`src/rtl/mac_sched_pkg.sv`:
```
// Shared types and defaults for the MAC channel scheduler.
// Optional feature macro: MAC_SCHED_WDOG_EN (RUN-state watchdog).
package mac_sched_pkg;

    // Scheduler control states.
    typedef enum logic [1:0] {
        IDLE  = 2'd0,
        OFFER = 2'd1,
        RUN   = 2'd2
    } sched_state_t;

    localparam int DEF_NUM_CH     = 4;
    localparam int DEF_ADDR_LINES = 5;

    // One extra bit over the term-count width so a channel can hold
    // up to 2^(ADDR_LINES+1)-1 pending items.
    function automatic int cred_width(input int addr_lines);
        return addr_lines + 1;
    endfunction

    localparam int DEF_CRED_W = cred_width(DEF_ADDR_LINES);

endpackage

```
`src/rtl/rr_arbiter.sv`:
```
// Combinational pointer-based round-robin picker: the search starts at
// ptr_i and wraps from N-1 to 0; the first requester found wins.
module rr_arbiter #(
    parameter int  N  = 4,
    localparam int IW = (N > 1) ? $clog2(N) : 1
) (
    input  logic [N-1:0]  req_i,
    input  logic [IW-1:0] ptr_i,
    output logic [N-1:0]  gnt_o,
    output logic [IW-1:0] idx_o,
    output logic          any_o
);

    // Walk the request vector from the pointer, taking the first hit.
    always_comb begin
        logic [IW:0]   sum;
        logic [IW-1:0] c;
        // NOTE: every output gets a default before the loop so no path
        // leaves a signal unassigned, which would infer a latch.
        gnt_o = '0;
        idx_o = '0;
        any_o = 1'b0;
        for (int i = 0; i < N; i++) begin
            sum = {1'b0, ptr_i} + (IW+1)'(i);
            if (sum >= (IW+1)'(N)) begin
                sum = sum - (IW+1)'(N);
            end
            c = sum[IW-1:0];
            if (!any_o && req_i[c]) begin
                any_o    = 1'b1;
                gnt_o[c] = 1'b1;
                idx_o    = c;
            end
        end
    end

endmodule

```
`src/rtl/mac_channel_scheduler.sv`:
```
// Round-robin scheduler sharing one MAC controller among NUM_CH channels.
// Tracks per-channel credits, offers one job at a time and waits for the
// MAC to finish before granting again.
// Optional feature macro: MAC_SCHED_WDOG_EN adds a RUN-state watchdog.
module mac_channel_scheduler
    import mac_sched_pkg::*;
#(
    parameter int NUM_CH      = DEF_NUM_CH,
    parameter int ADDR_LINES  = DEF_ADDR_LINES,
    parameter int WDOG_CYCLES = 1024
) (
    input  logic                         mac_credit_clk_i,
    input  logic                         rstn_i,
    input  logic [NUM_CH-1:0]            ch_wr_i,
    input  logic [NUM_CH*ADDR_LINES-1:0] ch_terms_i,
    input  logic                         halt_i,
    output logic                         job_valid_o,
    input  logic                         job_ready_i,
    output logic [$clog2(NUM_CH)-1:0]    job_ch_o,
    output logic [ADDR_LINES-1:0]        job_terms_o,
    input  logic                         mac_done_i,
    output logic [NUM_CH-1:0]            ch_pop_o,
    output logic                         busy_o,
    output logic [NUM_CH-1:0]            ovf_err_o,
    output logic                         wdog_err_o
);

    localparam int CH_W   = $clog2(NUM_CH);
    localparam int CRED_W = cred_width(ADDR_LINES);

    sched_state_t state_q, state_d;

    logic [CRED_W-1:0]     credit_q [NUM_CH];
    logic [CRED_W-1:0]     credit_d [NUM_CH];
    logic [NUM_CH-1:0]     ovf_q, ovf_d;
    logic [CH_W-1:0]       rr_ptr_q, rr_ptr_d;
    logic                  job_valid_q, job_valid_d;
    logic [CH_W-1:0]       job_ch_q, job_ch_d;
    logic [ADDR_LINES-1:0] job_terms_q, job_terms_d;
    logic [NUM_CH-1:0]     ch_pop_q, ch_pop_d;
    logic                  busy_q, busy_d;

    logic [ADDR_LINES-1:0] terms [NUM_CH];
    logic [NUM_CH-1:0]     eligible;
    logic [NUM_CH-1:0]     arb_gnt;
    logic [CH_W-1:0]       arb_idx;
    logic                  arb_any;
    logic                  grant;
    logic                  accept;

    // Unpack term counts and flag channels that have work and a non-zero job.
    always_comb begin
        for (int k = 0; k < NUM_CH; k++) begin
            terms[k]    = ch_terms_i[k*ADDR_LINES +: ADDR_LINES];
            eligible[k] = (credit_q[k] != '0) && (terms[k] != '0);
        end
    end

    rr_arbiter #(.N(NUM_CH)) u_rr_arbiter (
        .req_i (eligible),
        .ptr_i (rr_ptr_q),
        .gnt_o (arb_gnt),
        .idx_o (arb_idx),
        .any_o (arb_any)
    );

    assign grant  = (state_q == IDLE) && !halt_i && arb_any;
    assign accept = job_valid_q && job_ready_i;

`ifdef MAC_SCHED_WDOG_EN
    localparam int WDOG_W = $clog2(WDOG_CYCLES + 1);

    logic [WDOG_W-1:0] wdog_cnt_q, wdog_cnt_d;
    logic              wdog_err_q, wdog_err_d;
    logic              wdog_expire;

    // Expire on the last allowed RUN cycle unless the MAC finishes in it.
    assign wdog_expire = (state_q == RUN) && !mac_done_i &&
                         (wdog_cnt_q == WDOG_W'(WDOG_CYCLES - 1));

    // Count cycles spent in RUN; the flag is sticky until reset.
    always_comb begin
        wdog_cnt_d = (state_q == RUN) ? wdog_cnt_q + 1'b1 : '0;
        wdog_err_d = wdog_err_q | wdog_expire;
    end

    // Watchdog registers.
    always_ff @(posedge mac_credit_clk_i or negedge rstn_i) begin
        if (!rstn_i) begin
            wdog_cnt_q <= '0;
            wdog_err_q <= 1'b0;
        end else begin
            wdog_cnt_q <= wdog_cnt_d;
            wdog_err_q <= wdog_err_d;
        end
    end

    assign wdog_err_o = wdog_err_q;
`else
    // Watchdog compiled out: RUN waits for mac_done_i indefinitely.
    assign wdog_err_o = 1'b0;

    // WDOG_CYCLES stays in the shared parameter list; an out-of-range
    // value shows up as this marker scope in the elaborated hierarchy.
    if (WDOG_CYCLES < 1) begin : g_wdog_cycles_invalid
    end
`endif

    // Credit bookkeeping: write adds, accept removes, both together cancel.
    always_comb begin
        logic inc;
        logic dec;
        ovf_d = ovf_q;
        for (int k = 0; k < NUM_CH; k++) begin
            credit_d[k] = credit_q[k];
            inc = ch_wr_i[k];
            dec = accept && (job_ch_q == CH_W'(k));
            if (inc && !dec) begin
                if (&credit_q[k]) begin
                    ovf_d[k] = 1'b1;
                end else begin
                    credit_d[k] = credit_q[k] + 1'b1;
                end
            end else if (dec && !inc) begin
                credit_d[k] = credit_q[k] - 1'b1;
            end
        end
    end

    // State register.
    always_ff @(posedge mac_credit_clk_i or negedge rstn_i) begin
        // NOTE: sequential state uses non-blocking assignments so every
        // flop samples the pre-edge values regardless of statement order.
        if (!rstn_i) begin
            state_q <= IDLE;
        end else begin
            state_q <= state_d;
        end
    end

    // Next-state logic.
    always_comb begin
        state_d = state_q;
        case (state_q)
            IDLE:    if (grant)       state_d = OFFER;
            OFFER:   if (job_ready_i) state_d = RUN;
            RUN: begin
                if (mac_done_i) state_d = IDLE;
`ifdef MAC_SCHED_WDOG_EN
                if (wdog_expire) state_d = IDLE;
`endif
            end
            default: state_d = IDLE;
        endcase
    end

    // Output decode: next values for the registered outputs and pointer.
    always_comb begin
        job_valid_d = (state_d == OFFER);
        busy_d      = (state_d != IDLE);
        job_ch_d    = job_ch_q;
        job_terms_d = job_terms_q;
        if (grant) begin
            job_ch_d    = arb_idx;
            job_terms_d = '0;
            for (int k = 0; k < NUM_CH; k++) begin
                if (arb_gnt[k]) begin
                    job_terms_d = job_terms_d | terms[k];
                end
            end
        end
        ch_pop_d = '0;
        rr_ptr_d = rr_ptr_q;
        if (accept) begin
            ch_pop_d[job_ch_q] = 1'b1;
            rr_ptr_d = (job_ch_q == CH_W'(NUM_CH - 1)) ? '0 : job_ch_q + 1'b1;
        end
    end

    // Datapath and output registers.
    always_ff @(posedge mac_credit_clk_i or negedge rstn_i) begin
        if (!rstn_i) begin
            // NOTE: the credit array is a bank of flops, not a RAM, and is
            // cleared here because a reset must drop every pending credit.
            for (int k = 0; k < NUM_CH; k++) begin
                credit_q[k] <= '0;
            end
            ovf_q       <= '0;
            rr_ptr_q    <= '0;
            job_valid_q <= 1'b0;
            job_ch_q    <= '0;
            job_terms_q <= '0;
            ch_pop_q    <= '0;
            busy_q      <= 1'b0;
        end else begin
            for (int k = 0; k < NUM_CH; k++) begin
                credit_q[k] <= credit_d[k];
            end
            ovf_q       <= ovf_d;
            rr_ptr_q    <= rr_ptr_d;
            job_valid_q <= job_valid_d;
            job_ch_q    <= job_ch_d;
            job_terms_q <= job_terms_d;
            ch_pop_q    <= ch_pop_d;
            busy_q      <= busy_d;
        end
    end

    assign job_valid_o = job_valid_q;
    assign job_ch_o    = job_ch_q;
    assign job_terms_o = job_terms_q;
    assign ch_pop_o    = ch_pop_q;
    assign busy_o      = busy_q;
    assign ovf_err_o   = ovf_q;

endmodule
```
`config.mk`:
```
export PLATFORM = sky130hd
export DESIGN_NAME = mac_channel_scheduler
export DESIGN_NICKNAME = d
export VERILOG_FILES = /design/src/rtl/mac_sched_pkg.sv /design/src/rtl/rr_arbiter.sv /design/src/rtl/mac_channel_scheduler.sv
export SDC_FILE = /design/constraint.sdc
export NUM_CORES = 1
export LEC_CHECK = 0
export BUFFER_PORTS_ARGS = -buffer_cell sky130_fd_sc_hd__buf_2
export CORE_MARGIN = 5
export CORE_UTILIZATION = 45
export DETAILED_ROUTE_END_ITERATION = 7
export HOLD_SLACK_MARGIN = 0.06
export PLACE_DENSITY = 0.68
export SLEW_MARGIN = 20
export SYNTH_ARGS = -nofsm -noshare
export SYNTH_HDL_FRONTEND = slang
export SYNTH_SLANG_ARGS = --single-unit
```
`constraint.sdc`:
```
create_clock -name mac_credit_clk_i -period 2.6 [get_ports mac_credit_clk_i]
set_input_delay 0.13 -clock mac_credit_clk_i [delete_from_list [all_inputs] [get_ports mac_credit_clk_i]]
set_output_delay 0.13 -clock mac_credit_clk_i [all_outputs]
set_load 0.01 [all_outputs]
```
==> run_results.csv, run 1 <==
group,metric,value,unit
min_path,hp-class,"primary input to register",
grt,grt_first_pass_wirelength,12900,µm
clock_network,cts_sinks,45,
placed_design,dpl_cell_area,3790,µm²
floorplanning,dieArea,8860,µm²
layout,diodes,0,
clock_network,root_buffer,"clkbuf_8",
clock_network,cts.path.max_buffers,2,
synthesis,yosys_warnings,0,
synthesis,yosys.area_share.simple,13.7,%
route,drc,0,
floorplanning,ios,47,
synthesis,netlist_area,3180,µm²
synthesis,synthDistinctLibCells,41,
timing,fin_crit_sh,96.7,%
outcome,status,"finished clean",
floorplanning,die_h,94.1,µm
grt,grtUsageMet1,23.0,%
run,cap_viol_max_count,0,
route,routed_wl,7450,µm
synthesis,netlist_instances,324,
route,wl_per_cell,14.7,µm
synthesis,synth_nets,385,
power,sequentialPowerShare,30.0,%
layout,fillers,625,
power,p_int,2.61,mW
grt,grt_max_degree,46,
layout,drive_gt1_share,31.8,%
floorplanning,rows,30,
setup_path,worstPathRequired,2.83,ns
floorplanning,coreArea,6830,µm²
synthesis,synth_xor_area_share,6.33,%
timing,rsz0062_at_grt,"true",
placed_design,place_ws,-0.00854,ns
synthesis,avgSynthCellArea,9.82,µm²
layout,nNetsFinal,472,
power,combPwrFrac,60.5,%
clock_network,htreeDepth,2,
power,p_leak,1.78,nW
synthesis,synth_compound_area_share,20.2,%
setup_path,critPathLaunchType,"register",
timing,max_freq,0.398,GHz
grt,use_met3,3.61,%
grt,grt_antenna_before_repair,0,
layout,final_cell_area,3930,µm²
setup_path,crit_type,"register to register",
timing,postLayoutSetupSlackWorst,0.0848,ns
grt,top_usage_layer,"met2",
route,vias,2790,
setup_path,crit_path_end_kind,"register",
setup_path,crit_arrival,2.75,ns
layout,syn_to_final_growth,23.5,%
clock_network,clk_pin_slew_worst_paths,0.09,ns
grt,grt_usage,18.1,%
synthesis,yosys.area.top_type,"dfrtp_1",
synthesis,synth-seq-cells,45,
timing,worstMarginPinSlew,0.592,ns
synthesis,ys_seq_area_share,35.4,%
route,drt_iter0_drc,258,
timing,clock-skew-final,0.0133,ns
grt,overflow,0,
power,p_sw,1.90,mW
setup_path,crit_fanout,7,
placed_design,hpwl,5820,µm
route,vias_per_cell,5.49,
power,clockPowerShare,9.5,%
setup_path,path_cells,"nor4_2 > buf_4 > a2bb2oi_4 > mux4_2 > or4_4 > o21ai_1 > a21oi_1 > a31oi_1",
clock_network,cts_buffers,5,
grt,use_met2,30.6,%
timing,drv_slew,0,
power,swShare,42.1,%
placed_design,io_buffers,45,
timing,min_period,2.52,ns
placed_design,gp_congestion,0.840,
synthesis,muxShareOfSynthArea,8.25,%
clock_network,cts_tree,"yes",
power,power.density,1150,nW/µm²
timing,hold_violations,0,
synthesis,synth_top_area_share,35.4,%
route,drt_first_pass_iters,5,
synthesis,synthTopCellsByArea,"dfrtp_1 (35%), ha_1 (11%), a21oi_1 (6.4%), xnor2_1 (5.2%), nor2_1 (4.7%)",
clock_network,worstSkewPairLatency,0.30,ns
timing,setup_viol,0,
floorplanning,die_x,94.1,µm
setup_path,slowest_stage,"or4_4",
grt,grt_pass1_vias,2853,
timing,maxSlewHeadroom,60.5,%
synthesis,synthAdderAreaFrac,13.5,%
floorplanning,start_util,46.6,%
setup_path,slowest_delay,0.65,ns
route,ant_nets,0,
power,vdd_drop_max,0.472,mV
synthesis,synth_top_family_by_area,"compound AO/OA/AOI/OAI gates",
placed cells by master (no fill, tap or decap), drive strengths merged:
cell,count
nand4,4
a2111oi,1
mux2,11
xnor2,19
dfrtp,45
nor2,41
a21oi,41
o31ai,1
buf,83
o21ai,14
a31o,4
clkinv,1
dlygate4sd3,1
fa,4
a31oi,6
conb,1
a2111o,1
xor2,4
ha,28
o21bai,4
or4,5
nand3,11
o2bb2ai,4
a21o,4
nor4,4
nand2,17
mux4,6
nand3b,1
a22oi,10
inv,13
clkbuf,8
nor3,1
a222oi,5
a2bb2oi,4
or2,5
routing by layer:
metal | vias to the layer above | part of all wire, %
met5 | - | 0
met4 | 0 | 1.6
met3 | 13 | 5.7
met2 | 81 | 48
li1 | 1366 | -
met1 | 1330 | 45
stage by stage:
step	hold WS, ns	setup TNS [ns]	power [mW]	utilization (%)	instances
floorplan	-0.166	0	3.16	-	324
global placement	0.373	0	3.94	55.4	498
detailed placement	0.376	-0.00854	4.04	55.4	498
CTS	0.0683	0	4.49	56.7	507
global route	0.0856	-0.0173	4.96	57.5	508
finish	0.0866	0	4.51	57.5	508
critical path: cells and delay by family, from the launching register on:
| kind | cells | cell delay [ns] |
|---|---|---|
| AO/OA/AOI/OAI | 4 | 0.45 |
| buffers and inverters | 1 | 0.17 |
| flip-flops | 1 | 0.39 |
| multiplexers | 1 | 0.48 |
| AND/OR/NAND/NOR | 2 | 0.95 |
synth_stat cells:
library cell   n
a2111o_1       1
a2111oi_0      1
a21o_1         4
a21oi_1       41
a222oi_1       5
a22oi_1       10
a2bb2oi_1      2
a2bb2oi_2      2
a31o_2         4
a31oi_1        6
buf_2          1
buf_4          1
buf_6          1
clkbuf_1       1
clkinv_1       1
conb_1         1
dfrtp_1       45
fa_1           4
ha_1          28
inv_1         13
mux2_2        11
mux4_1         1
mux4_2         5
nand2_1       17
nand3_1       11
nand3b_1       1
nand4_1        4
nor2_1        40
nor2_8         1
nor3_1         1
nor4_1         4
o21ai_0        5
o21ai_1        9
o21bai_1       4
o2bb2ai_1      4
o31ai_1        1
or2_2          5
or4_1          1
or4_4          4
xnor2_1       19
xor2_1         4
flip-flops by register name, indices dropped and copies added (netlist names):
name         cells
ch_pop_o         4
ovf_err_o        4
rr_ptr_q         2
busy_o           1
job_ch_o         2
job_valid_o      1
state_q          2
credit_q        24
job_terms_o      5
power by group through the flow:
stage | clock, mW | combinational, mW | sequential [mW]
floorplan | 0 | 1.76 | 1.40
global placement | 0 | 2.62 | 1.32
detailed placement | 0 | 2.70 | 1.34
CTS | 0.449 | 2.72 | 1.33
global route | 0.483 | 3.07 | 1.40
finish | 0.430 | 2.73 | 1.35
final cells by class:
type,instances,area [µm²],share of cell area (%)
Clock buffer,8,80.1,2.04
Inverter,14,53.8,1.37
Multi-Input combinational cell,261,2030,51.5
Sequential cell,45,1130,28.7
Tap cell,96,120,3.06
Timing Repair Buffer,84,523,13.3
final timing paths:
path / from / end / slack [ns] / depth (start not counted)
setup reg to reg: credit_q[7] / job_terms_o[1] / 0.08 / 8
setup / recovery: credit_q[7] / job_terms_o[1] / 0.08 / 8
hold / removal: mac_done_i / state_q[1] / 0.09 / 4
min in group asynchronous: rstn_i / rr_ptr_q[1] / 0.38 / 2
hold reg to reg: ovf_err_o[0] / ovf_err_o[0] / 0.47 / 1
max in group asynchronous: rstn_i / job_ch_o[0] / 1.79 / 2
cells by family (layout without fill, tap and decap cells):
kind of cell / count (synthesis) / after routing
other: 1 / 1
flip-flops: 45 / 45
XOR/XNOR: 23 / 23
AO/OA/AOI/OAI: 99 / 99
multiplexers: 17 / 17
buffers and inverters: 18 / 106
adder cells (fa/ha/maj): 32 / 32
AND/OR/NAND/NOR: 89 / 89
what timing repair did:
| action | 4_1_cts | 5_1_grt |
|---|---|---|
| setup buffers | 0 | 1 |
| endpoints found under the setup margin | 0 | 8 |
| resized for setup | 0 | 10 |
| hold buffers | 1 | 0 |
| hold endpoints to repair | 45 | 0 |
No activity file was read; power rests on OpenSTA's default activity.
==> run 2: changes to the inputs <==
- CORE_MARGIN: 5 -> 2
- clock period: 2.6 -> 2.3 ns (I/O delays scaled with it)
==> run 2 against run 1 <==
The run now ends with setup timing left. Die area fell by 12%. Fmax rose by 2.0%. Wire length rose by 13%. Sequential share of layout area fell by 3.3 points. Non-clock buffer count rose by 42. Sequential power rose by 12%. Count of clock-buffer cells in the layout fell by 3. Register-to-register slack got worse by 0.25 ns. Global-route usage rose by 3.8 points. Sequential cell count did not move. Total power rose by 29%. Critical path type unchanged.
==> run_results.csv, run 2 (synthesized netlist as in run 1, its figures left out) <==
group,metric,value,unit
placed_design,io_buffers,45,
route,vias,3050,
power,finalPower,5.82,mW
power,power.density,1310,nW/µm²
timing,maxSlewHeadroom,61.4,%
floorplanning,die_h,88.1,µm
route,drt_first_pass_iters,5,
clock_network,worstSkewPairLatency,0.30,ns
timing,drv_slew,0,
timing,postLayoutSetupSlackWorst,-0.166,ns
setup_path,crit_path_end_kind,"register",
timing,hold_violations,0,
min_path,hp-class,"primary input to register",
timing,clock-skew-final,0.0134,ns
layout,final_cell_mix,"buf_4 (79), buf_2 (45), dfrtp_1 (43)",
setup_path,crit_type,"register to register",
placed_design,dp.cells,534,
timing,setup_viol,6,
route,routed_wl,8390,µm
route,drt_iter0_drc,163,
power,p_leak,2.00,nW
setup_path,critPathLaunchType,"register",
timing,max_freq,0.406,GHz
layout,syn_to_final_growth,39.6,%
grt,grt_antenna_before_repair,0,
route,wl_met2,4210,µm
floorplanning,coreArea,6830,µm²
timing,fin_crit_sh,107,%
route,dr_wl_met3,459,µm
layout,final_common_cell,"buf_4",
floorplanning,start_util,46.6,%
setup_path,crit_fanout,7,
layout,drive_gt1_share,44.8,%
route,highest_layer,"met4",
outcome,violations,"setup timing",
grt,grt_max_degree,24,
layout,nNetsFinal,514,
floorplanning,dieArea,7760,µm²
clock_network,clk_pin_slew_worst_paths,0.10,ns
clock_network,cts_tree,"yes",
grt,overflow,0,
route,wl_per_cell,15.3,µm
clock_network,cts_sinks,45,
layout,regMostFlops,"credit_q",
floorplanning,die_x,88.1,µm
outcome,status,"finished, violations left",
timing,worstMarginPinSlew,0.574,ns
timing,rsz0062_at_grt,"true",
route,vias_per_cell,5.56,
grt,grt_usage,21.9,%
clock_network,cts.path.max_buffers,2,
timing,min_period,2.47,ns
placed_design,hpwl,6300,µm
layout,largest_register_ffs,24,
layout,final_cells,549,
layout,diodes,0,
clock_network,cts_buffers,5,
timing,tns,-0.860,ns
power,vdd_drop_max,0.592,mV
run,cap_viol_max_count,0,
grt,grt_pass1_vias,2894,
route,drc,0,
route,wl_met1,3620,µm
clock_network,root_buffer,"clkbuf_8",
setup_path,crit_arrival,2.70,ns
clock_network,htreeDepth,2,
floorplanning,ios,47,
route,ant_nets,0,
grt,grt_first_pass_wirelength,13300,µm
setup_path,worstPathRequired,2.53,ns
layout,fillers,579,
placed_design,place_ws,-0.255,ns
placed_design,gp_congestion,0.838,
floorplanning,rows,30,
-- run 2: cell types whose count changed in the layout (fill, tap and decap cells not counted), sizes merged --
cell,before,now
buf,83,125
bufinv,0,1
clkbuf,8,5
clkinv,1,2
-- run 2: final cells by class --
cell class	count	area, µm²	share of cell area [%]
sequential	45	1130	25.4
multi-input combinational	261	2200	49.5
clock buffer	5	68.8	1.55
timing repair buffer	126	840	18.9
clock inverter	2	35.0	0.788
inverter	14	53.8	1.21
tap	96	120	2.70
-- run 2: layer usage --
| metal | up-vias | track usage (%) |
|---|---|---|
| met3 | 12 | 3.68 |
| met1 | 1476 | 28.9 |
| li1 | 1455 | - |
| met2 | 107 | 37.7 |
| met5 | - | 0 |
| met4 | 0 | 5.51 |
-- run 2: power breakdown --
group / leakage (nW) / internal, mW / switching (mW)
Combinational: 1.42 / 1.90 / 1.81
Sequential: 0.532 / 1.18 / 0.324
Clock: 0.0540 / 0.316 / 0.286
-- run 2: critical path: stages, from the launching register on --
cell and delay [ns]:
dfrtp_1 0.40, nor4_2 0.30, buf_4 0.16, a2bb2oi_2 0.06
mux4_2 0.48, or4_4 0.62, nor2_8 0.14, a21oi_1 0.09
a31oi_1 0.14
-- run 2: final timing paths --
path	startpoint	endpoint	slack, ns	depth (start not counted)
max	credit_q[8]	job_terms_o[1]	-0.17	8
max reg2reg	credit_q[8]	job_terms_o[1]	-0.17	8
min in group asynchronous	rstn_i	job_terms_o[4]	0.32	2
min reg2reg	ovf_err_o[3]	ovf_err_o[3]	0.47	1
max in group asynchronous	rstn_i	credit_q[13]	1.37	3
min	mac_done_i	state_q[1]	0.07	4
-- run 2: timing repair --
| action | in CTS | in global routing |
|---|---|---|
| gates resized for setup | 7 | 31 |
| buffers inserted | 1 | 6 |
| hold endpoints to repair | 21 | 0 |
| hold buffers | 1 | 0 |
| setup endpoints to repair | 10 | 15 |
| pin swaps | 0 | 16 |
-- run 2: through the flow --
| step | area (µm²) | utilization [%] | hold slack, ns |
|---|---|---|---|
| 2_1_floorplan | 3230 | - | -0.181 |
| 3_3_place_gp | 4100 | 60.0 | 0.122 |
| 3_5_place_dp | 4100 | 60.0 | 0.126 |
| 4_1_cts | 4260 | 62.4 | 0.0633 |
| 5_1_grt | 4440 | 65.1 | 0.0760 |
| 6_report | 4440 | 65.1 | 0.0666 |
==> run 3: changes to the inputs <==
- ABC_CLOCK_PERIOD_IN_PS: default -> 2300
- SYNTH_HIERARCHICAL: default -> 1
==> run 3 against run 2 <==
The run still ends with setup timing left. Die area down 3.4%. Count of clock-buffer cells in the layout up 1. Hold slack better by 0.022 ns. Final area down 3.2%. Non-clock buffer count down 8. Critical path type unchanged. Largest power group unchanged.
==> run_results.csv, run 3 <==
group,metric,value,unit
synthesis,yosys_warnings,6,
placed_design,gp_congestion,0.927,
timing,hold_violations,0,
power,p_sw,2.29,mW
floorplanning,dieArea,7500,µm²
outcome,violations,"setup timing",
layout,multi_input_area,2140,µm²
layout,final_common_cell,"buf_4",
grt,grt_usage,20.7,%
power,clockPowerShare,8.9,%
synthesis,synth-seq-cells,45,
clock_network,cts.path.max_buffers,2,
timing,rsz0062_at_grt,"true",
setup_path,crit_fanout,7,
min_path,hp-class,"primary input to register",
synthesis,netlist_instances,296,
clock_network,cts_tree,"yes",
run,cap_viol_max_count,0,
synthesis,synth_nets,354,
layout,syn_to_final_growth,40.1,%
floorplanning,start_util,46.0,%
power,vdd_drop_max,0.538,mV
clock_network,worstSkewPairLatency,0.31,ns
layout,drive_gt1_share,48.0,%
clock_network,root_buffer,"clkbuf_8",
outcome,status,"finished, violations left",
power,swShare,41.2,%
layout,fillers,532,
placed_design,io_buffers,45,
synthesis,yosys.area.top_type,"dfrtp_1",
grt,grt_first_pass_wirelength,12400,µm
route,wl_per_cell,15.9,µm
power,combPwrFrac,65.6,%
synthesis,synth_top_area_share,36.7,%
synthesis,netlist_area,3070,µm²
grt,overflow,0,
layout,largest_register_ffs,24,
floorplanning,coreArea,6680,µm²
layout,nNetsFinal,474,
floorplanning,rows,30,
floorplanning,die_h,86.6,µm
clock_network,clk_pin_slew_worst_paths,0.09,ns
power,p_leak,1.99,nW
grt,grt_pass1_vias,2713,
setup_path,critPathLaunchType,"register",
setup_path,worstPathRequired,2.50,ns
synthesis,synth.most_common_cell,"dfrtp_1",
setup_path,crit_arrival,3.13,ns
timing,setup_viol,10,
setup_path,crit_path_end_kind,"register",
power,p_int,3.27,mW
timing,min_period,2.92,ns
placed_design,dp.cells,469,
timing,tns,-5.49,ns
layout,regMostFlops,"credit_q",
route,routed_wl,7920,µm
clock_network,cts_sinks,45,
floorplanning,ios,47,
route,drt_iter0_drc,191,
clock_network,htreeDepth,2,
synthesis,avgSynthCellArea,10.4,µm²
synthesis,synthArstFlopShare,100,%
timing,drv_slew,0,
synthesis,synth_edf_count,0,
grt,grt_antenna_before_repair,0,
route,drc,0,
timing,postLayoutSetupSlackWorst,-0.625,ns
power,power.density,1290,nW/µm²
synthesis,synthFlopType,"dfrtp_1",
synthesis,ys_seq_area_share,36.7,%
timing,fin_crit_sh,127,%
clock_network,cts_buffers,5,
timing,holdWs,0.0886,ns
route,drt_first_pass_iters,4,
grt,grt_max_degree,24,
placed_design,hpwl,5720,µm
layout,final_cell_mix,"buf_4 (68), dfrtp_1 (45), buf_2 (45)",
route,ant_nets,0,
power,sequentialPowerShare,25.5,%
synthesis,synthDistinctLibCells,44,
layout,diodes,0,
route,vias_per_cell,5.61,
timing,max_freq,0.342,GHz
synthesis,synthTopCellsByArea,"dfrtp_1 (37%), ha_1 (10%), mux2_2 (5.1%), a22oi_1 (4.4%), a21oi_1 (3.7%)",
setup_path,crit_type,"register to register",
layout,register_area,1130,µm²
route,vias,2788,
timing,clock-skew-final,0.00398,ns
layout,final_cells,497,
synthesis,synth_common_cells,"dfrtp_1 (45), ha_1 (25), a21oi_1 (23)",
floorplanning,die_x,86.6,µm
[run 3: layer usage]
metal  up-vias  wire length [µm]  GRT usage, %
li1       1332                 -             -
met1      1353              3490          26.6
met2        85              3880          34.8
met3        18               366          3.71
met4         0               176          7.95
met5         -                 0             0
[run 3: power groups by stage]
stage | Clock [mW] | Combinational, mW | Sequential, mW
finish | 0.494 | 3.64 | 1.42
global route | 0.534 | 4.01 | 1.47
CTS | 0.500 | 3.32 | 1.39
detailed placement | 0 | 3.20 | 1.38
global placement | 0 | 3.11 | 1.37
floorplan | 0 | 1.95 | 1.53
[run 3: per-stage QoR]
stage                     setup WS, ns  utilization [%]  area (µm²)  power [mW]
final                           -0.625             64.4        4300        5.55
after global routing            -0.705             64.4        4300        6.01
after CTS                       -0.516             60.4        4030        5.21
after global placement          -0.645             56.9        3800        4.48
after floorplan                 -0.368                -        3110        3.48
after detailed placement        -0.738             56.9        3800        4.58
[run 3: path summary, 6_finish.rpt]
path / to / slack (ns) / depth (start not counted) / startpoint
max: busy_o / -0.62 / 11 / credit_q[9]
min reg2reg: ovf_err_o[2] / 0.46 / 2 / ovf_err_o[2]
min in group asynchronous: credit_q[21] / 0.12 / 2 / rstn_i
max in group asynchronous: credit_q[1] / 1.70 / 3 / rstn_i
min: state_q[1] / 0.09 / 4 / mac_done_i
max reg2reg: busy_o / -0.62 / 11 / credit_q[9]
[run 3: timing repair]
action	CTS	global route
hold buffers	1	0
endpoints found under the hold margin	45	0
setup buffers	9	11
gates resized for setup	19	33
endpoints found under the setup margin	13	16
pin swaps	10	12
[run 3: cells by family after synthesis]
group | share of synthesized area, %
mux | 10.6
other cells | 0.122
fa+ha+maj | 12.8
xor+xnor | 5.42
simple gates | 12.8
buf+inv | 2.97
compound gates | 18.6
flops | 36.7
[run 3: area by class of cell]
class                      instances  share of cell area, %
sequential                        45                   26.2
multi-input combinational        232                   49.8
clock buffer                       6                   1.69
clock inverter                     2                  0.233
tap                               80                   2.33
inverter                          14                   1.22
timing repair buffer             118                   18.6
[run 3: critical path, stage by stage (launching register included)]
cell and delay [ns]:
dfrtp_1 0.39, or4_4 0.55, nor3_4 0.21, a21oi_4 0.07, mux4_2 0.60, buf_6 0.17, nor3_4 0.13, nand2b_1 0.10
nor4b_4 0.14, a21oi_2 0.16, a21oi_2 0.06, or2_4 0.23
